==> config.mk <==
export PLATFORM = sky130hd
export DESIGN_NAME = lbm_coord_sweeper
export DESIGN_NICKNAME = d
export VERILOG_FILES = /design/src/rtl/lbm_coord_pkg.sv /design/src/rtl/lbm_coord_counter.sv /design/src/rtl/lbm_coord_sweeper.sv
export SDC_FILE = /design/constraint.sdc
export NUM_CORES = 1
export LEC_CHECK = 0
export ABC_CLOCK_PERIOD_IN_PS = 5600
export CAP_MARGIN = 0
export CORE_MARGIN = 8
export CORE_UTILIZATION = 55
export CTS_CLUSTER_DIAMETER = 150
export CTS_CLUSTER_SIZE = 28
export DETAILED_ROUTE_END_ITERATION = 16
export PLACE_DENSITY = 0.9
export SYNTH_ARGS = -nofsm -noshare
export SYNTH_HDL_FRONTEND = slang
export SYNTH_HIERARCHICAL = 1
export SYNTH_SLANG_ARGS = --single-unit
==> constraint.sdc <==
create_clock -name clk -period 5.6 [get_ports clk]
set_input_delay 1.12 -clock clk [delete_from_list [all_inputs] [get_ports clk]]
set_output_delay 1.12 -clock clk [all_outputs]
set_load 0.05 [all_outputs]
==> src/rtl/lbm_coord_pkg.sv <==
// -----------------------------------------------------------------------------
// lbm_coord_pkg
// Shared definitions for the LBM coordinate sweeper:
//   - Avalon-MM register word addresses
//   - CTRL register bit positions (write view and read view)
//   - sweeper FSM state encoding
// -----------------------------------------------------------------------------
package lbm_coord_pkg;

    // Register word addresses
    localparam logic [2:0] ADDR_CTRL      = 3'd0;
    localparam logic [2:0] ADDR_X_MAX     = 3'd1;
    localparam logic [2:0] ADDR_Y_MAX     = 3'd2;
    localparam logic [2:0] ADDR_SWEEPS    = 3'd3;
    localparam logic [2:0] ADDR_SWEEP_CNT = 3'd4;

    // CTRL write bits
    localparam int CTRL_START_BIT  = 0;
    localparam int CTRL_ABORT_BIT  = 1;
    localparam int CTRL_IRQ_EN_BIT = 2;

    // CTRL read bits (irq_en shares bit 2 with the write view)
    localparam int CTRL_BUSY_BIT   = 0;
    localparam int CTRL_DONE_BIT   = 1;

    typedef enum logic {
        IDLE = 1'b0,
        RUN  = 1'b1
    } state_e;

endpackage

==> src/rtl/lbm_coord_counter.sv <==
// -----------------------------------------------------------------------------
// lbm_coord_counter
// Two-dimensional raster wrap counter, x fastest.
//
// Ports:
//   clk, reset_n      clock, asynchronous active-low reset
//   clear             force (0,0); has priority over advance
//   advance           step to the next coordinate
//   x_max, y_max      inclusive bounds
//   x, y              current coordinate
//   wrap              pulse: this advance steps past (x_max, y_max)
//   last              current coordinate equals (x_max, y_max)
// -----------------------------------------------------------------------------
module lbm_coord_counter
    import lbm_coord_pkg::*;
#(
    parameter int COORD_W = 27
) (
    input  logic               clk,
    input  logic               reset_n,
    input  logic               clear,
    input  logic               advance,
    input  logic [COORD_W-1:0] x_max,
    input  logic [COORD_W-1:0] y_max,
    output logic [COORD_W-1:0] x,
    output logic [COORD_W-1:0] y,
    output logic               wrap,
    output logic               last
);

    logic [COORD_W-1:0] x_q, x_d;
    logic [COORD_W-1:0] y_q, y_d;
    logic               x_more;
    logic               y_more;

    assign x_more = (x_q < x_max);
    assign y_more = (y_q < y_max);

    always_comb begin
        x_d = x_q;
        y_d = y_q;
        if (clear) begin
            x_d = '0;
            y_d = '0;
        end else if (advance) begin
            if (x_more) begin
                x_d = x_q + 1'b1;
            end else begin
                x_d = '0;
                y_d = y_more ? (y_q + 1'b1) : '0;
            end
        end
    end

    always_ff @(posedge clk or negedge reset_n) begin
        if (!reset_n) begin
            x_q <= '0;
            y_q <= '0;
        end else begin
            x_q <= x_d;
            y_q <= y_d;
        end
    end

    assign x    = x_q;
    assign y    = y_q;
    assign wrap = advance && !clear && !x_more && !y_more;
    assign last = (x_q == x_max) && (y_q == y_max);

endmodule

==> src/rtl/lbm_coord_sweeper.sv <==
// -----------------------------------------------------------------------------
// lbm_coord_sweeper
// Avalon-MM configured raster coordinate sequencer for the LBM update engine.
// Software programs X_MAX / Y_MAX / SWEEPS and writes start; the block then
// emits one (x, y) per valid/ready handshake and counts completed sweeps.
//
// Ports:
//   clk, reset_n                  clock, asynchronous active-low reset
//   address, chipselect,          Avalon-MM slave (zero wait state; readdata
//   write_n, writedata, readdata  is combinational from address)
//   coord_x, coord_y              current coordinate
//   coord_valid / coord_ready     handshake to the datapath
//   coord_last                    last coordinate of a sweep
//   busy                          sweep sequence in progress
//   irq                           done interrupt (only with LBM_COORD_IRQ_EN)
//
// Build option: LBM_COORD_IRQ_EN adds the irq port and the CTRL.irq_en bit.
// -----------------------------------------------------------------------------
module lbm_coord_sweeper
    import lbm_coord_pkg::*;
#(
    parameter int COORD_W = 27,
    parameter int SWEEP_W = 16
) (
    input  logic               clk,
    input  logic               reset_n,
    input  logic [2:0]         address,
    input  logic               chipselect,
    input  logic               write_n,
    input  logic [31:0]        writedata,
    output logic [31:0]        readdata,
    output logic [COORD_W-1:0] coord_x,
    output logic [COORD_W-1:0] coord_y,
    output logic               coord_valid,
    input  logic               coord_ready,
    output logic               coord_last,
    output logic               busy
`ifdef LBM_COORD_IRQ_EN
    ,
    output logic               irq
`endif
);

    state_e             state_q, state_d;
    logic [COORD_W-1:0] x_max_q, x_max_d;
    logic [COORD_W-1:0] y_max_q, y_max_d;
    logic [SWEEP_W-1:0] sweeps_q, sweeps_d;
    logic [SWEEP_W-1:0] sweep_cnt_q, sweep_cnt_d;
    logic               done_q, done_d;
    logic               irq_en_rd;

    logic               wr_en;
    logic               ctrl_wr;
    logic               start_wr;
    logic               abort_wr;
    logic               cnt_clr_wr;
    logic               run;
    logic               start_go;
    logic               cnt_advance;
    logic               cnt_wrap;
    logic               cnt_last;
    logic [SWEEP_W-1:0] sweep_cnt_inc;
    logic               final_hs;
    logic               done_clr;
    logic               unused_wdata;

    // Upper writedata bits are not stored in every register.
    assign unused_wdata = ^writedata;

    assign wr_en      = chipselect && !write_n;
    assign ctrl_wr    = wr_en && (address == ADDR_CTRL);
    assign start_wr   = ctrl_wr && writedata[CTRL_START_BIT];
    assign abort_wr   = ctrl_wr && writedata[CTRL_ABORT_BIT];
    assign cnt_clr_wr = wr_en && (address == ADDR_SWEEP_CNT);
    assign run        = (state_q == RUN);

    // Abort beats start; start is only honoured from IDLE.
    assign start_go = !run && start_wr && !abort_wr;

    // A handshake coinciding with an abort write is discarded.
    assign cnt_advance = run && coord_ready && !abort_wr;

    assign sweep_cnt_inc = sweep_cnt_q + 1'b1;
    assign final_hs      = cnt_wrap && (sweeps_q != '0) && (sweep_cnt_inc == sweeps_q);
    assign done_clr      = start_go || cnt_clr_wr;

    lbm_coord_counter #(
        .COORD_W (COORD_W)
    ) u_counter (
        .clk     (clk),
        .reset_n (reset_n),
        .clear   (start_go),
        .advance (cnt_advance),
        .x_max   (x_max_q),
        .y_max   (y_max_q),
        .x       (coord_x),
        .y       (coord_y),
        .wrap    (cnt_wrap),
        .last    (cnt_last)
    );

    // FSM next state
    always_comb begin
        state_d = state_q;
        case (state_q)
            IDLE: if (start_go) state_d = RUN;
            RUN: begin
                if (abort_wr)      state_d = IDLE;
                else if (final_hs) state_d = IDLE;
            end
            default: state_d = IDLE;
        endcase
    end

    // Register file and sweep counter
    always_comb begin
        x_max_d     = x_max_q;
        y_max_d     = y_max_q;
        sweeps_d    = sweeps_q;
        sweep_cnt_d = sweep_cnt_q;
        done_d      = done_q;

        if (wr_en && !run) begin
            if (address == ADDR_X_MAX)  x_max_d  = writedata[COORD_W-1:0];
            if (address == ADDR_Y_MAX)  y_max_d  = writedata[COORD_W-1:0];
            if (address == ADDR_SWEEPS) sweeps_d = writedata[SWEEP_W-1:0];
        end

        if (start_go)      sweep_cnt_d = '0;
        else if (cnt_wrap) sweep_cnt_d = sweep_cnt_inc;

        // Completion takes priority over a same-cycle clear so it is never lost.
        if (final_hs)      done_d = 1'b1;
        else if (done_clr) done_d = 1'b0;
    end

    always_ff @(posedge clk or negedge reset_n) begin
        if (!reset_n) begin
            state_q     <= IDLE;
            x_max_q     <= '0;
            y_max_q     <= '0;
            sweeps_q    <= '0;
            sweep_cnt_q <= '0;
            done_q      <= 1'b0;
        end else begin
            state_q     <= state_d;
            x_max_q     <= x_max_d;
            y_max_q     <= y_max_d;
            sweeps_q    <= sweeps_d;
            sweep_cnt_q <= sweep_cnt_d;
            done_q      <= done_d;
        end
    end

`ifdef LBM_COORD_IRQ_EN
    logic irq_en_q, irq_en_d;
    logic irq_q, irq_d;

    always_comb begin
        irq_en_d = irq_en_q;
        if (ctrl_wr) irq_en_d = writedata[CTRL_IRQ_EN_BIT];
        // Registered copy of done && irq_en, dropped on the same edge as done.
        irq_d = done_clr ? 1'b0 : (done_q && irq_en_q);
    end

    always_ff @(posedge clk or negedge reset_n) begin
        if (!reset_n) begin
            irq_en_q <= 1'b0;
            irq_q    <= 1'b0;
        end else begin
            irq_en_q <= irq_en_d;
            irq_q    <= irq_d;
        end
    end

    assign irq_en_rd = irq_en_q;
    assign irq       = irq_q;
`else
    assign irq_en_rd = 1'b0;
`endif

    // Read mux
    always_comb begin
        readdata = '0;
        case (address)
            ADDR_CTRL: begin
                readdata[CTRL_BUSY_BIT]   = run;
                readdata[CTRL_DONE_BIT]   = done_q;
                readdata[CTRL_IRQ_EN_BIT] = irq_en_rd;
            end
            ADDR_X_MAX:     readdata = 32'(x_max_q);
            ADDR_Y_MAX:     readdata = 32'(y_max_q);
            ADDR_SWEEPS:    readdata = 32'(sweeps_q);
            ADDR_SWEEP_CNT: readdata = 32'(sweep_cnt_q);
            default:        readdata = '0;
        endcase
    end

    assign busy        = run;
    assign coord_valid = run;
    assign coord_last  = cnt_last && run;

endmodule
# ---- Yosys cells after proc, flatten, opt, wreduce, memory -nomap -nowiden
# Cells that the tools add are included.
dict set report totals {
  regBits 142
  in_bits 40
  out_inout_bits 89
}
dict set report classes {
  addsub 3
  mux 17
  order_cmp 2
  reduce_logical 33
  n_eq_ne 8
  n_bitwise 1
}
# operator n
set op_table {}
lappend op_table {{27-bit two-way mux} 7}
lappend op_table {{24-bit case mux with 4 select lines} 1}
lappend op_table {{27-bit by 1-bit adder with 27-bit output (second input constant)} 2}
lappend op_table {{27-bit equality test} 2}
lappend op_table {{27-bit < comparator} 2}
lappend op_table {{16-bit two-way mux} 2}
lappend op_table {{1-bit logical AND} 17}
lappend op_table {{16-bit by 1-bit adder with 16-bit output (second input constant)} 1}
lappend op_table {{16-bit equality test} 1}
lappend op_table {{16-bit nonzero test} 1}
lappend op_table {{3-bit case mux with 5 select lines} 1}
lappend op_table {{2-bit AND reduction} 4}
lappend op_table {{3-bit by 2-bit equality test with 1-bit output (second input constant)} 2}
lappend op_table {{1-bit logical NOT} 6}
lappend op_table {{2-bit nonzero test} 3}
lappend op_table {{1-bit two-way mux} 5}
lappend op_table {{3-bit by 1-bit equality test with 1-bit output (second input constant)} 1}
lappend op_table {{3-bit equality test (second input constant)} 1}
lappend op_table {{3-bit logical NOT} 1}
lappend op_table {{2-bit inequality test (second input constant)} 1}
lappend op_table {{1-bit case mux with 2 select lines} 1}
lappend op_table {{1-bit logical OR} 1}
lappend op_table {{1-bit NOT} 1}

# ---- Longest topological paths before layout
# Gate-level depths: netlist of the first run.
dict set report logic_depth {
  ltp_word 15
  ltp_mapped 14
}

# ---- Cells and area by module
# Netlist of the first run, hierarchy kept.
# module instances area_each_um2 cells_each
set modules_own_cells {}
lappend modules_own_cells {lbm_coord_sweeper 1 4624.4 397}
lappend modules_own_cells {lbm_coord_counter 1 4305.4 503}

# ---- Worst setup path before layout of the first run
# Ideal clock, no wire load.
dict set report synth_timing {
  path_kind {input to register}
  startpoint {input address[0]}
  endpoint {register u_counter.x_q[18] (netlist: u_counter/x[18])}
  arrival_time_ps 3832
  path_stages 12
  setup_ps 78
  setup_slack_ps 1690
  required_ps 5522
  n_path_buf 4
  cell_sequence {clkbuf_1 > nor3_1 > and4b_1 > clkbuf_1 > clkbuf_1 > buf_4 > o2111a_1 > nor4b_2 > and4_1 > nand3_1 > or3_1 > a21oi_1}
}
dict set report synth_between {
  elab_chain_len 6
  elab_cells_between_ends 10
}
# element line
set synth_rtl {}
lappend synth_rtl {{start, declared} lbm_coord_sweeper.sv:27} ;# input logic [2:0] address,
lappend synth_rtl {{3-bit logical NOT (*)} lbm_coord_sweeper.sv:71} ;# assign ctrl_wr = wr_en && (address == ADDR_CTRL);
lappend synth_rtl {{1-bit logical AND (*)} lbm_coord_sweeper.sv:71}
lappend synth_rtl {{1-bit logical AND, on equally long branches} {lbm_coord_sweeper.sv:72, lbm_coord_sweeper.sv:73}}
lappend synth_rtl {{1-bit logical AND or 1-bit logical NOT (tied branches)} lbm_coord_sweeper.sv:78} ;# assign start_go = !run && start_wr && !abort_wr;
lappend synth_rtl {{1-bit logical AND (*)} lbm_coord_sweeper.sv:78}
lappend synth_rtl {{named net start_go} lbm_coord_sweeper.sv:58} ;# logic start_go;
lappend synth_rtl {{27-bit two-way mux or 2-bit nonzero test (tied branches)} --}
lappend synth_rtl {{end signal, assigned} lbm_coord_counter.sv:57} ;# x_q <= '0;
lappend synth_rtl {{end signal, assigned} lbm_coord_counter.sv:60} ;# x_q <= x_d;
lappend synth_rtl {{end, declared} lbm_coord_counter.sv:31} ;# logic [COORD_W-1:0] x_q, x_d;
# Mark *: on every way through the listed nets, which the timed path passes. The rest lies on a longest branch.
# A chain may end at the register's enable or synchronous reset.

# ---- Final worst setup path of the first run
dict set report layout_timing {
  startpoint {input address[0]}
  endpoint {register done_q}
}
dict set report layout_between {
  elab_cells_between_ends 19
}
# element line
set layout_rtl {}
lappend layout_rtl {{3-bit logical NOT (*)} lbm_coord_sweeper.sv:71}
lappend layout_rtl {{1-bit logical AND (*)} lbm_coord_sweeper.sv:71}
lappend layout_rtl {{1-bit logical AND (*)} lbm_coord_sweeper.sv:73} ;# assign abort_wr = ctrl_wr && writedata[CTRL_ABORT_BIT];
lappend layout_rtl {{1-bit logical NOT (*)} lbm_coord_sweeper.sv:81} ;# assign cnt_advance = run && coord_ready && !abort_wr;
lappend layout_rtl {{1-bit logical AND (*)} lbm_coord_sweeper.sv:81}
lappend layout_rtl {{named net cnt_advance} lbm_coord_sweeper.sv:59} ;# logic cnt_advance;
lappend layout_rtl {{1-bit logical AND (*) (3 in series)} lbm_coord_counter.sv:67} ;# assign wrap = advance && !clear && !x_more && !y_more;
lappend layout_rtl {{named net cnt_wrap} lbm_coord_sweeper.sv:60} ;# logic cnt_wrap;
lappend layout_rtl {{1-bit logical AND (*) (2 in series)} lbm_coord_sweeper.sv:84} ;# assign final_hs = cnt_wrap && (sweeps_q != '0) && (sweep_cnt_inc == sweeps_q);
lappend layout_rtl {{1-bit two-way mux or 2-bit nonzero test (tied branches)} --}
lappend layout_rtl {{end signal, assigned} lbm_coord_sweeper.sv:151} ;# done_q <= done_d;
lappend layout_rtl {{end, declared} lbm_coord_sweeper.sv:49} ;# logic done_q, done_d;
# Marked as above.

==> reports/metrics.csv, run 1 <==
stage,metric,value,unit
yosys,synth.distinct_cells,76,
yosys,synthArstFlopShare,1.00,
cells_and_area,diodes,0,
cells_and_area,nNetsFinal,1100,
yosys,synth_enable_flop_cells,0,
floorplanning,num_rows,46,
floorplanning,die-area,20600,um2
clock_network,h-tree-depth,4,
grt,antenna_found_initial,0,
yosys,synth_area_leader_cell,dfrtp_1,
detailed_routing,antenna_left,0,
grt,grt_usage,0.245,
yosys,yosysTopAreaCellShare,0.398,
timing,finalHoldViolCount,0,
pwr,p_per_area,304,nW/um2
timing,worst_pin_slew,0.979,ns
cells_and_area,final_common_cell,dfrtp_1,
min_path,hold_path_class,reg -> reg,
grt,grt_max_degree,99,
detailed_routing,via_per_inst,6.19,
job,cap_violations,0,
min_path,whs_path_depth,1,
clock_network,post_cts_buffers,0,
yosys,yosysWarnings,6,
cells_and_area,drive_gt1_frac,0.118,
timing,clock_skew,0.00664,ns
timing,maxSlewHeadroom,0.347,
yosys,synthCells,900,
placed_design,place_congestion,0.928,
worst_setup_path,crit_path_end,done_q,
clock_network,cts_max_path_buffers,2,
worst_setup_path,worstSetupStartpointType,primary input,
floorplanning,io_pins,129,
yosys,ys_ff_latch,142,
clock_network,clk_latency,0.43,ns
clock_network,tritoncts,done,
floorplanning,die_h,143,um
floorplanning,start_util,0.562,
yosys,ys_seq_area_frac,0.398,
worst_setup_path,arrival,4.76,ns
worst_setup_path,ff2ff_path_depth,12,
worst_setup_path,startpoint,address[0],
placed_design,port_buffers,118,
timing,finalSetupViolations,0,
worst_setup_path,rrSetupSlack,1.76,ns
clock_network,holdBufCountCts,0,
status,status,completed,
floorplanning,die_w,143,um
timing,post-route-period-util,0.786,
cells_and_area,syn_to_final_growth,19.6,%
grt,grt_overflow,0,
worst_setup_path,crit_path_max_fanout,13,
detailed_routing,first_pass_iters,6,
placed_design,dpl.hpwl,17.8,mm
clock_network,postCtsResizedCells,0,
detailed_routing,vias,7617,
yosys,synthFlopType,dfrtp_1,
detailed_routing,drc,0,
timing,finalSetupTns,0,ns
worst_setup_path,setup.worst_path.class,in -> reg,
clock_network,cts_sinks,142,
cells_and_area,final_cell_mix,"142 x dfrtp_1, 92 x clkdlybuf4s50_1, 67 x inv_1",
min_path,min_from,x_max_q[18],
worst_setup_path,required,5.96,ns
yosys,synth_area_leaders,"dfrtp_1 40%, ha_1 8.0%, mux2_1 5.0%, mux2_2 3.9%, xor2_1 3.0%",
yosys,syn_area,8930,um2
detailed_routing,drt_iter0_markers,627,
timing,fmax,227,MHz
clock_network,numCtsBuffers,17,
clock_network,cts_root_buf,clkbuf_16,
clock_network,clk_pin_slew_worst_paths,0.06,ns
cells_and_area,fin_util,0.672,
detailed_routing,wl_per_cell,20.2,um
timing,grt_setup_unrepaired,no,
grt,grt_pass1_wl,39.4,mm
timing,min_period,4.40,ns
yosys,syn_avg_cell_area,9.92,um2
grt,grt_pass1_vias,7545,
worst_setup_path,worstReg2RegStart,u_counter/x[14],
worst_setup_path,cp-end-kind,flip-flop,
pwr,vdd_drop_max,255,uV
floorplanning,core_area,15900,um2
pwr,p_leak,4.94,nW
detailed_routing,drt-total-wl,24.8,mm
worst_setup_path,r2r-end,done_q,
timing,drv_slew,0,
[final cells by class]
class	instances	area (um2)
clock inverters	6	82.6
inverters	68	255
multi-input cells	647	4830
well taps	216	270
clock buffers	25	495
repair buffers	127	1190
flip-flops and latches	142	3550
fillers	1195	5210
[critical path: stages]
cell and delay (ns):
clkdlybuf4s50_1 0.73, nor3_1 0.13, nand3_1 0.16, and3_1 0.34
inv_1 0.11, nor2_1 0.18, and3_1 0.57, and3_1 0.26
o2111ai_1 0.12, or4_4 0.44, nor4_2 0.42, o21bai_1 0.17
[per-stage QoR]
step / area, um2 / cells / total power [W] / hold slack [ns] / setup slack, ns
floorplan: 8940 / 904 / 0.00184 / 0.487 / 1.69
finish: 10700 / 1231 / 0.00325 / 0.516 / 1.20
CTS: 10700 / 1231 / 0.00325 / 0.517 / 1.25
global route: 10700 / 1231 / 0.00338 / 0.535 / 1.01
detailed placement: 10100 / 1200 / 0.00212 / 0.505 / 0.839
global placement: 10100 / 1200 / 0.00208 / 0.502 / 0.916
[cells by family (layout without fill, tap and decap cells)]
group | Yosys count | in the layout | synth area share
buffers and inverters | 115 | 226 | 0.0631
adders and majority gates | 57 | 57 | 0.0799
DFF | 142 | 142 | 0.398
xor gates and xnor gates | 53 | 53 | 0.0520
and+or+nand+nor | 281 | 281 | 0.171
other | 1 | 5 | 0.000420
AOI/OAI and AO/OA | 178 | 178 | 0.144
muxes | 73 | 73 | 0.0918
[where the power goes]
group / switching (W) / internal (W)
clock network: 0.000418 / 0.000697
registers: 0.000162 / 0.00117
logic: 0.000482 / 0.000322
[flip-flops by register name, summed over array words and instances (netlist names)]
signal,count
busy,1
done_q,1
sweep_cnt_q,16
sweeps_q,16
u_counter/x,27
u_counter/y,27
x_max_q,27
y_max_q,27
[worst min-delay path by stage]
stage,slack (ns),to
floorplan,0.49,y_max_q[0]
global placement,0.50,x_max_q[24]
detailed placement,0.51,x_max_q[17]
CTS,0.52,x_max_q[17]
global route,0.53,x_max_q[17]
finish,0.52,x_max_q[18]
[routing by layer]
layer,up-vias,global-route usage,routed length (um)
met4,0,0.111,860
met5,-,0,0
met3,57,0.0597,2140
li1,3459,-,-
met1,3718,0.307,10100
met2,383,0.393,11700
[cells in the mapped netlist, drive strengths merged (6+ instances only)]
cell	instances
inv	68
nor2b	8
clkbuf	19
a31oi	17
mux2	71
nand3	32
nor3	16
nand2b	6
nand2	63
nor4	7
a22o	27
xnor2	22
o21ai	33
nor2	66
and4	10
a211o	9
a221o	15
ha	57
a211oi	7
buf	28
xor2	31
and3	26
a21oi	34
nand4	27
dfrtp	142
(Power assumes the default switching activity.)
==> inputs of run 2 (changes only) <==
--- a/config.mk
+++ b/config.mk
@@ -5,14 +5,14 @@
 export SDC_FILE = /design/constraint.sdc
 export NUM_CORES = 1
 export LEC_CHECK = 0
-export ABC_CLOCK_PERIOD_IN_PS = 5600
+export ABC_CLOCK_PERIOD_IN_PS = 3590
 export CAP_MARGIN = 0
 export CORE_MARGIN = 8
-export CORE_UTILIZATION = 55
+export CORE_UTILIZATION = 50
 export CTS_CLUSTER_DIAMETER = 150
 export CTS_CLUSTER_SIZE = 28
 export DETAILED_ROUTE_END_ITERATION = 16
-export PLACE_DENSITY = 0.9
+export PLACE_DENSITY = 0.86
 export SYNTH_ARGS = -nofsm -noshare
 export SYNTH_HDL_FRONTEND = slang
 export SYNTH_HIERARCHICAL = 1
==> constraint.sdc (replaced) <==
create_clock -name clk -period 3.59 [get_ports clk]
set_input_delay 0.718 -clock clk [delete_from_list [all_inputs] [get_ports clk]]
set_output_delay 0.718 -clock clk [all_outputs]
set_load 0.05 [all_outputs]
==> reports/metrics.csv, run 2 (same netlist as run 1, synthesis figures left out) <==
stage,metric,value,unit
worst_setup_path,r2r-end,done_q,
timing,finalSetupTns,0,ns
timing,finalHoldWorstSlack,0.258,ns
grt,grt_overflow,0,
worst_setup_path,cp-end-kind,flip-flop,
clock_network,tritoncts,done,
clock_network,cts_sinks,142,
clock_network,h-tree-depth,4,
worst_setup_path,ff2ff_path_depth,12,
detailed_routing,vias,7719,
cells_and_area,diodes,0,
timing,drv_slew,0,
timing,fmax,295,MHz
grt,antenna_found_initial,0,
worst_setup_path,worstReg2RegStart,u_counter/x[22],
placed_design,post_dp_cell_area,10600,um2
pwr,swShare,0.329,
clock_network,postCtsResizedCells,0,
cells_and_area,drive_gt1_frac,0.142,
pwr,combinationalPowerShare,0.265,
detailed_routing,drt_iter0_markers,513,
detailed_routing,drc,0,
timing,worst_pin_slew,0.865,ns
placed_design,dpl.cell_count,1238,
worst_setup_path,crit_path_max_fanout,6,
grt,grt_pass1_vias,7825,
timing,finalSetupViolations,0,
floorplanning,die_w,150,um
pwr,p_clk_frac,0.332,
timing,finalHoldViolCount,0,
timing,min_period,3.39,ns
min_path,hold_path_class,in -> async,
placed_design,place_congestion,0.886,
clock_network,cts_max_path_buffers,2,
timing,post-route-period-util,0.945,
pwr,p_per_area,458,nW/um2
clock_network,cts_root_buf,clkbuf_16,
job,cap_violations,0,
grt,grt_pass1_wl,41.6,mm
worst_setup_path,worstSetupStartpointType,flip-flop,
pwr,seqPwrFrac,0.404,
floorplanning,core_area,17700,um2
pwr,vdd_drop_max,369,uV
worst_setup_path,required,3.94,ns
cells_and_area,final_common_cell,dfrtp_1,
status,status,completed,
clock_network,clk_pin_slew_worst_paths,0.06,ns
worst_setup_path,setup.worst_path.class,reg -> reg,
clock_network,numCtsBuffers,17,
timing,maxSlewHeadroom,0.423,
clock_network,holdBufCountCts,0,
pwr,p_leak,5.14,nW
cells_and_area,syn_to_final_growth,25.4,%
grt,grt_usage,0.235,
cells_and_area,nNetsFinal,1125,
floorplanning,num_rows,49,
detailed_routing,antenna_left,0,
floorplanning,start_util,0.504,
floorplanning,die_h,150,um
detailed_routing,via_per_inst,6.10,
pwr,internal_power,0.00344,W
timing,clock_skew,0.00686,ns
floorplanning,io_pins,129,
cells_and_area,fin_area,11200,um2
clock_network,post_cts_buffers,0,
grt,grt_max_degree,88,
detailed_routing,wl_per_cell,20.4,um
clock_network,clk_latency,0.42,ns
timing,grt_setup_unrepaired,no,
pwr,switching_power,0.00168,W
cells_and_area,final_cell_mix,"142 x dfrtp_1, 89 x clkdlybuf4s50_1, 67 x inv_1",
detailed_routing,drt-total-wl,25.8,mm
worst_setup_path,rrSetupSlack,0.20,ns
placed_design,dpl.hpwl,18.7,mm
cells_and_area,fin_util,0.632,
floorplanning,die-area,22400,um2
worst_setup_path,arrival,3.74,ns
placed_design,port_buffers,118,
detailed_routing,first_pass_iters,5,
cells_and_area,layout.cells.non_filler,1265,
run 2: changes by cell type in the layout (fill, tap and decap cells not counted):
cell	before	now
clkbuf_1	4	1
buf_12	0	28
clkbuf_8	4	2
clkdlybuf4s50_1	92	89
clkinv_2	3	2
clkinvlp_4	1	3
run 2: through the flow:
step	total power (W)	setup WS [ns]
detailed placement	0.00342	0.0233
floorplan	0.00286	0.0819
global route	0.00535	0.0565
finish	0.00513	0.197
global placement	0.00335	0.131
CTS	0.00513	0.205
run 2: critical path, cell delays in order, from the launching register on:
cell       delay (ns)
dfrtp_1          0.46
ha_1             0.35
and4_4           0.24
and3_1           0.16
a221oi_1         0.08
and3_1           0.33
nand2_1          0.15
and3_1           0.22
and3_1           0.17
o2111ai_1        0.12
or4_4            0.44
nor4_2           0.43
o21bai_1         0.17
run 2: worst max-delay path by stage:
stage | start | endpoint | slack (ns) | cells after the start
2_1_floorplan | address[0] | u_counter/x[20] | 0.08 | 12
3_3_place_gp | chipselect | u_counter/x[20] | 0.13 | 10
3_5_place_dp | chipselect | u_counter/x[24] | 0.02 | 11
4_1_cts | u_counter/x[12] | done_q | 0.21 | 12
5_1_grt | u_counter/y[10] | done_q | 0.06 | 11
6_report | u_counter/x[22] | done_q | 0.20 | 12
run 2: area by class of cell:
| class | count | area (um2) |
|---|---|---|
| Multi-Input combinational cell | 647 | 4830 |
| Fill cell | 1369 | 6520 |
| Tap cell | 229 | 287 |
| Clock buffer | 20 | 457 |
| Timing Repair Buffer | 152 | 1720 |
| Clock inverter | 7 | 92.6 |
| Inverter | 68 | 255 |
| Sequential cell | 142 | 3550 |
run 2: power groups by stage:
stage	Clock (W)	Combinational [W]	Sequential, W
2_1_floorplan	0	0.000761	0.00210
3_3_place_gp	0	0.00129	0.00207
3_5_place_dp	0	0.00133	0.00209
4_1_cts	0.00171	0.00136	0.00206
5_1_grt	0.00179	0.00146	0.00209
6_report	0.00170	0.00136	0.00207
run 2: per-layer routing:
layer / routed length [um] / GRT usage
met5: 0 / 0
met4: 918 / 0.0999
met3: 1830 / 0.0584
met2: 12300 / 0.377
met1: 10700 / 0.296
==> inputs of run 3 (changes only) <==
--- a/config.mk
+++ b/config.mk
@@ -5,7 +5,7 @@
 export SDC_FILE = /design/constraint.sdc
 export NUM_CORES = 1
 export LEC_CHECK = 0
-export ABC_CLOCK_PERIOD_IN_PS = 3590
+export ABC_CLOCK_PERIOD_IN_PS = 2900
 export CAP_MARGIN = 0
 export CORE_MARGIN = 8
 export CORE_UTILIZATION = 50
==> constraint.sdc (replaced) <==
create_clock -name clk -period 2.9 [get_ports clk]
set_input_delay 0.58 -clock clk [delete_from_list [all_inputs] [get_ports clk]]
set_output_delay 0.58 -clock clk [all_outputs]
set_load 0.05 [all_outputs]
==> reports/metrics.csv, run 3 (same netlist as run 1, synthesis figures left out) <==
stage,metric,value,unit
floorplanning,die_h,150,um
cells_and_area,drive_gt1_frac,0.297,
grt,grt_pass1_wl,43.3,mm
floorplanning,start_util,0.504,
detailed_routing,first_pass_iters,5,
floorplanning,io_pins,129,
timing,grt_setup_unrepaired,yes,
detailed_routing,antenna_left,0,
pwr,finalPower,0.00686,W
cells_and_area,fin_area,12500,um2
detailed_routing,drc,0,
timing,finalHoldViolCount,0,
timing,clock_skew,0.0129,ns
clock_network,numCtsBuffers,17,
status,violations,negative setup slack,
timing,finalSetupViolations,3,
pwr,p_clk_frac,0.306,
floorplanning,core_area,17700,um2
detailed_routing,vias,8430,
job,cap_violations,0,
cells_and_area,final_cell_mix,"130 x buf_4, 106 x dfrtp_1, 89 x clkdlybuf4s50_1",
worst_setup_path,cp-end-kind,flip-flop,
worst_setup_path,required,3.19,ns
detailed_routing,drt_iter0_markers,564,
clock_network,clk_latency,0.43,ns
timing,min_period,3.05,ns
clock_network,cts_max_path_buffers,2,
clock_network,h-tree-depth,4,
placed_design,place_congestion,0.923,
floorplanning,die-area,22400,um2
timing,finalHoldWorstSlack,0.179,ns
cells_and_area,diodes,0,
clock_network,cts_root_buf,clkbuf_16,
pwr,seqPwrFrac,0.368,
pwr,p_leak,5.73,nW
worst_setup_path,rrSetupSlack,-0.15,ns
min_path,hold_path_class,in -> async,
cells_and_area,final_common_cell,buf_4,
worst_setup_path,setup.worst_path.class,reg -> reg,
timing,worst_pin_slew,0.664,ns
pwr,combinationalPowerShare,0.326,
pwr,internal_power,0.00449,W
detailed_routing,wl_per_cell,21.5,um
clock_network,tritoncts,done,
placed_design,port_buffers,118,
pwr,swShare,0.344,
grt,grt_pass1_vias,8296,
detailed_routing,via_per_inst,6.14,
cells_and_area,syn_to_final_growth,39.8,%
grt,grt_overflow,0,
placed_design,post_dp_cell_area,11500,um2
timing,drv_slew,0,
pwr,switching_power,0.00236,W
status,status,finished with violations,
timing,fmax,328,MHz
grt,grt_max_degree,66,
timing,maxSlewHeadroom,0.557,
placed_design,dpl.hpwl,19.5,mm
detailed_routing,drt-total-wl,29.5,mm
clock_network,clk_pin_slew_worst_paths,0.06,ns
worst_setup_path,worstSetupStartpointType,flip-flop,
pwr,vdd_drop_max,479,uV
worst_setup_path,crit_path_max_fanout,3,
pwr,p_per_area,549,nW/um2
timing,post-route-period-util,1.05,
clock_network,cts_sinks,142,
floorplanning,die_w,150,um
placed_design,pre_cts_slack,-0.325,ns
worst_setup_path,arrival,3.34,ns
grt,antenna_found_initial,0,
floorplanning,num_rows,49,
grt,grt_usage,0.243,
cells_and_area,nNetsFinal,1230,
timing,worst_slack,-0.153,ns
[run 3: metrics by stage]
step / utilization / setup TNS [ns] / instances
3_3_place_gp: 0.649 / -3.49 / 1319
2_1_floorplan: - / 0 / 904
3_5_place_dp: 0.649 / -5.17 / 1319
4_1_cts: 0.688 / -0.00741 / 1363
6_report: 0.704 / -0.376 / 1374
5_1_grt: 0.704 / -0.667 / 1374
[run 3: layer usage]
metal | share of wire | vias to the layer above | wire length (um) | GRT usage
met4 | 0.033 | 0 | 981 | 0.0944
met5 | 0 | - | 0 | 0
met3 | 0.084 | 88 | 2490 | 0.0620
li1 | - | 3725 | - | -
met2 | 0.51 | 470 | 14900 | 0.412
met1 | 0.38 | 4147 | 11100 | 0.290
[run 3: worst max-delay path: stages (launching register included)]
cell and delay, ns:
dfrtp_1 0.38, inv_1 0.07, ha_1 0.29, nand4_1 0.21, a211oi_2 0.30, a2111o_1 0.19
nand2_2 0.07, nand2_2 0.09, and3_4 0.20, and3_4 0.20, o2111ai_4 0.09, or4_4 0.45
nor4_4 0.25, o21bai_1 0.13
[run 3: what timing repair did]
item                       CTS  global route
pin swaps                    2             6
hold buffers                 0             0
buffers inserted            13            11
gates resized for setup      9            36
setup endpoints to repair   15            34
[run 3: area by class of cell]
type                       instances  area [um2]
sequential                       142        3600
clock inverter                    11        93.8
clock buffer                      20         457
timing repair buffer             257        2590
tap                              229         287
inverter                          68         255
multi-input combinational        647        5200
fill                            1191        5240
[run 3: final timing paths]
kind / endpoint / startpoint / cells past startpoint
setup / recovery: busy / x_max_q[9] / 13
hold / removal: y_max_q[0] / reset_n / 1
setup reg to reg: busy / x_max_q[9] / 13
hold reg to reg: done_q / done_q / 2
max in group asynchronous: u_counter/x[25] / reset_n / 2
min in group clk: done_q / done_q / 2
[run 3: power groups by stage]
stage	combinational [W]	clock, W	sequential, W
floorplan	0.000969	0	0.00261
global placement	0.00186	0	0.00251
detailed placement	0.00193	0	0.00253
CTS	0.00204	0.00209	0.00249
global route	0.00237	0.00219	0.00255
finish	0.00224	0.00210	0.00252
==> RTL edit 1 (config.mk and constraints of run 2) <==
The parameter `SWEEP_W` goes from 16 to 24.
--- a/src/rtl/lbm_coord_sweeper.sv
+++ b/src/rtl/lbm_coord_sweeper.sv
@@ -20,7 +20,7 @@
     import lbm_coord_pkg::*;
 #(
     parameter int COORD_W = 27,
-    parameter int SWEEP_W = 16
+    parameter int SWEEP_W = 24
 ) (
     input  logic               clk,
     input  logic               reset_n,
Formal check against the unedited RTL: not equivalent (Yosys sat finds a counterexample within 4 cycles, from zero or initial values and one cycle with reset_n low).
==> RTL edit 1 against run 2 <==
Non-clock buffer count shrank 6. Total power grew 11%. Largest power group unchanged. Area after synthesis grew 12%. Wire length grew 15%. Design area grew 9.8%. Critical path depth shrank 1. Largest cell class unchanged. Cell count grew 12%. Worst setup slack lost 0.10 ns. Synthesized cell count grew 14%. Sequential cell count grew 16.
==> RTL edit 1: results (changes against run 2) <==
[setup_path]
critical-path-slowest-cell = nor4_2
cpPeakStageDelay_ns = 0.50  ; +0.04 ns
cp_top_family = simple AND/OR/NAND/NOR gates
path_max_fanout = 9  ; +3

[finish]
instances_no_fill = 1418  ; +12%
n_antenna_cell = 0  ; unchanged
fillers = 1510  ; +10%
num-nets-final = 1239  ; +10%
drive_gt1_frac = 0.1631  ; +0.02116

[cts]
cts_made_buffers = 17  ; unchanged
cts-resized-gates = 0  ; unchanged
root_buffer = clkbuf_16
clkTransAtPathRegs_ns = 0.06  ; about the same
cts_setup_buffers = 0  ; unchanged
htreeDepth = 4  ; unchanged
clock_path_buffers = 2  ; unchanged
clock_latency_ns = 0.44  ; +0.02 ns

[hold_path]
min_path_type = in2async

[timing]
finalClockSkew_ns = 0.01348  ; +0.006617 ns
worstMarginPinSlew_ns = 0.6048  ; -0.2602 ns

[synthesis]
synthAdderAreaFrac = 0.07137  ; -0.008500
synth_xor_area_frac = 0.06398  ; +0.01200
synth_compound_area_frac = 0.1296  ; -0.01403
ys_top_cells_by_area = dfrtp_1 40%, mux2_2 8.3%, ha_1 7.1%
yosysWarnings = 6  ; unchanged
yosysSeqAreaShare = 0.3956  ; -0.002283
synth_commonest_cells = 158 x dfrtp_1, 91 x nand2_1, 74 x mux2_2
synth_top_area_cell = dfrtp_1
async_reset_ff_frac = 1.000  ; unchanged
synth_mux_area_frac = 0.09428  ; +0.002503
ys_types = 81  ; +6.6%
ys.flop_type = dfrtp_1
avgSynthCellArea_sq_um = 9.702  ; -2.2%

[grt]
grt_start_max_net_pins = 92  ; +4.5%
track_usage = 0.2388  ; +0.003833
grt_antenna_before_repair = 0  ; unchanged
grt_pass1_wl_mm = 46.32  ; +11%

[route]
num_vias = 8836  ; +14%
dr.first_iter.drc_count = 833  ; +62%
drt_first_pass_iters = 5  ; unchanged
wl_per_cell_microns = 20.81  ; +2.2%

[placed_design]
place_ws_ns = 0.07134  ; +0.04807 ns
numPortBuffers = 118  ; unchanged
dpl.hpwl_mm = 21.36  ; +14%
gp_congestion = 0.9435  ; +6.5%
placedInstanceArea_sq_um = 11690  ; +9.8%

[power]
leakage_nw = 5.594  ; +8.9%
ir_drop_v = 0.0003566  ; -3.5%

[status]
status = finished, final reports clean

-- RTL edit 1: cell types whose count changed after synthesis, moves of 9 or more --
cell	change
a221o_1	-14
a22o_1	-22
a22oi_1	+46
dfrtp_1	+16
mux2_1	-33
mux2_2	+43
nand2_1	+28
xnor2_1	+9
xor2_1	+11
-- RTL edit 1: path summary, 6_finish.rpt --
check / slack [ns] / to / cells past startpoint / startpoint
worst max register to register: 0.1 / done_q / 11 / u_counter/y[9]
min in group clk: 0.52 / y_max_q[26] / 1 / y_max_q[26]
worst max-delay path: 0.1 / done_q / 11 / u_counter/y[9]
worst min register to register: 0.52 / y_max_q[26] / 1 / y_max_q[26]
worst min-delay path: 0.18 / sweep_cnt_q[19] / 1 / reset_n
max in group asynchronous: 2.62 / u_counter/x[9] / 2 / reset_n
-- RTL edit 1: layout make-up --
| type | instances | area, sq um | share of cell area |
|---|---|---|---|
| flip-flops and latches | 158 | 3954 | 0.3216 |
| repair buffers | 146 | 1673 | 0.1361 |
| well taps | 265 | 331.6 | 0.02697 |
| inverters | 69 | 259.0 | 0.02107 |
| clock inverters | 4 | 75.07 | 0.006107 |
| multi-input cells | 750 | 5472 | 0.4451 |
| clock buffers | 26 | 529.3 | 0.04305 |
-- RTL edit 1: power breakdown --
group | internal (mW) | switching (mW) | leakage (nW)
Combinational | 0.660 | 0.833 | 3.25
Sequential | 2.02 | 0.294 | 2.05
Clock | 1.15 | 0.714 | 0.291
Total | 3.83 | 1.84 | 5.59
-- RTL edit 1: repair_timing --
item	CTS	global route
setup endpoints to repair	0	1
hold buffers	0	0
hold endpoints to repair	0	0
-- RTL edit 1: routing by layer --
metal,wire (microns),global-route usage
met2,13640,0.3779
met1,11820,0.2960
met5,0,0
met4,1434,0.1342
met3,2616,0.05511
==> RTL edit 2 (flow settings as in run 2) <==
Without the edit above. Take the reset off `x_q` and load it in a clocked block of its own.
--- a/src/rtl/lbm_coord_counter.sv
+++ b/src/rtl/lbm_coord_counter.sv
@@ -54,12 +54,14 @@
 
     always_ff @(posedge clk or negedge reset_n) begin
         if (!reset_n) begin
-            x_q <= '0;
             y_q <= '0;
         end else begin
-            x_q <= x_d;
             y_q <= y_d;
         end
+    end
+
+    always_ff @(posedge clk) begin
+        x_q <= x_d;
     end
 
     assign x    = x_q;
Formal check against the unedited RTL: differs if reset_n is asserted again (counterexample within 4 cycles, from zero or initial values and one cycle with reset_n low); with reset_n held inactive, the same outputs for 4 cycles.
==> RTL edit 2 against run 2 <==
Total power fell by 2.4%. Combinational power fell by 5%. Sequential cell count did not move. Cell count rose by 2.0%. Critical path depth did not move. Core utilization rose by 0.18 points. Worst setup slack got worse by 0.080 ns. Area after synthesis rose by 0.28%. Wire length rose by 4.5%. Fmax fell by 2.3%. Synthesized cell count rose by 2.9%. Design area rose by 0.63%.
==> RTL edit 2: results (changes against run 2) <==
[setup_path]
path_max_fanout = 3  ; -3
cp_top_family = simple AND/OR/NAND/NOR gates
critical-path-slowest-cell = or4_4
cpPeakStageDelay_ns = 0.45
crit_arrival_ns = 3.82  ; +0.08 ns

[grt]
grt_start_max_net_pins = 60  ; -32%
grt_pass1_vias = 8216  ; +5.0%
grt_antenna_before_repair = 0  ; unchanged
track_usage = 0.2409  ; +0.005924
grt_pass1_wl_mm = 43.03  ; +3.5%

[cts]
clock_latency_ns = 0.43
clkTransAtPathRegs_ns = 0.06  ; about the same
htreeDepth = 4  ; unchanged
cts_setup_buffers = 0  ; unchanged
cts_made_buffers = 17  ; unchanged
root_buffer = clkbuf_16
postCtsHoldBufs = 0  ; unchanged
clock_path_buffers = 2  ; unchanged

[finish]
num-nets-final = 1145  ; +1.8%
n_antenna_cell = 0  ; unchanged
drive_gt1_frac = 0.1423  ; +0.0004267

[synthesis]
synth_commonest_cells = 115 x dfrtp_1, 72 x nor2_1, 65 x inv_1
yosysWarnings = 6  ; unchanged
ys_types = 68  ; -11%
yosysSeqAreaShare = 0.3817  ; -0.01620
async_reset_ff_frac = 0.8099  ; -0.1901
ys_top_cells_by_area = dfrtp_1 32%, ha_1 8.0%, dfxtp_1 6.0%
synth-edff-count = 0  ; unchanged

[power]
leakage_nw = 4.868  ; -5.2%
ir_drop_v = 0.0003950  ; +6.9%
p_sw_mw = 1.650  ; -2.1%

[timing]
relSlewSlack = 0.3724  ; -0.05090
holdWs_ns = 0.3757  ; +0.1179 ns
finalClockSkew_ns = 0.009013  ; +0.002148 ns

[route]
drtAntennaViolNets = 0  ; unchanged
viasPerCell = 6.288  ; +3.0%
dr.first_iter.drc_count = 910  ; +77%
drt_first_pass_iters = 5  ; unchanged
wirelength_mm = 26.91  ; +4.5%

[floorplanning]
die_w_microns = 149.8  ; +0.12%

[placed_design]
dpl.hpwl_mm = 19.26  ; +3.0%
place_ws_ns = -0.07365  ; -0.09692 ns
numPortBuffers = 118  ; unchanged
gp_congestion = 0.9218  ; +4.1%

[hold_path]
min_path_type = in2async

[status]
status = finished, final reports clean

RTL edit 2: through the flow:
stage               instances  cell area (sq um)  total power [mW]  utilization  setup TNS (ns)
floorplan                 930               8979             2.789            -               0
global placement         1258              10690             3.246       0.6013         -0.4371
detailed placement       1258              10690             3.311       0.6013          -1.585
CTS                      1290              11250             5.000       0.6330               0
global route             1290              11260             5.207       0.6336       -0.007865
finish                   1290              11260             5.003       0.6336               0
RTL edit 2: metal layers:
layer | GRT usage | vias up | part of all wire
met5 | 0 | - | 0
met4 | 0.09595 | 0 | 0.032
met3 | 0.06441 | 92 | 0.089
met2 | 0.3998 | 414 | 0.49
met1 | 0.2923 | 3981 | 0.39
li1 | - | 3624 | -
RTL edit 2: layout make-up:
class                      instances  area (sq um)
multi-input combinational        665          5026
inverter                          66         247.7
timing repair buffer             156          1732
fill                            1385          6515
clock buffer                      22         464.2
tap                              229         286.5
sequential                       142          3418
clock inverter                    10         90.09
RTL edit 2: kinds of logic (layout without fill, tap and decap cells):
family                   Yosys count  after routing  share of synthesized area
other                              1              5                  0.0004188
AND/OR/NAND/NOR                  305            305                     0.1851
adder cells (fa/ha/maj)           57             57                    0.07964
flip-flops                       142            142                     0.3817
buffers and inverters            123            254                    0.06148
XOR/XNOR                          55             55                    0.05379
multiplexers                      73             73                    0.09152
AO/OA/AOI/OAI                    170            170                     0.1463
RTL edit 2: repair_timing:
action,4_1_cts,5_1_grt
endpoints found under the setup margin,2,2
pin swaps,1,0
hold endpoints to repair,0,0
gates resized for setup,1,2
RTL edit 2: path summary, 6_finish.rpt:
| check | cells past startpoint | start | slack (ns) | endpoint |
|---|---|---|---|---|
| hold / removal | 1 | reset_n | 0.38 | y_max_q[0] |
| hold reg to reg | 1 | y_max_q[24] | 0.52 | y_max_q[24] |
| max in group asynchronous | 2 | reset_n | 2.36 | sweeps_q[13] |
| setup / recovery | 12 | x_max_q[25] | 0.12 | done_q |
| min in group clk | 1 | y_max_q[24] | 0.52 | y_max_q[24] |
| setup reg to reg | 12 | x_max_q[25] | 0.12 | done_q |
RTL edit 2: power groups by stage:
stage	registers, mW	logic, mW	clock network (mW)
2_1_floorplan	2.06	0.733	0
3_3_place_gp	2.03	1.21	0
3_5_place_dp	2.05	1.26	0
4_1_cts	2.02	1.28	1.69
5_1_grt	2.06	1.38	1.76
6_report	2.03	1.29	1.68
RTL edit 2: worst reg2reg max path: stages (launching register included):
cell and delay (ns):
dfrtp_1 0.38, inv_1 0.07, ha_1 0.33, nand4_2 0.14, nor4_2 0.37, nand2_1 0.18, o2111a_2 0.37, nor4_4 0.26
and3_1 0.22, o2111ai_1 0.12, or4_4 0.45, nor4_4 0.35, o21bai_1 0.15
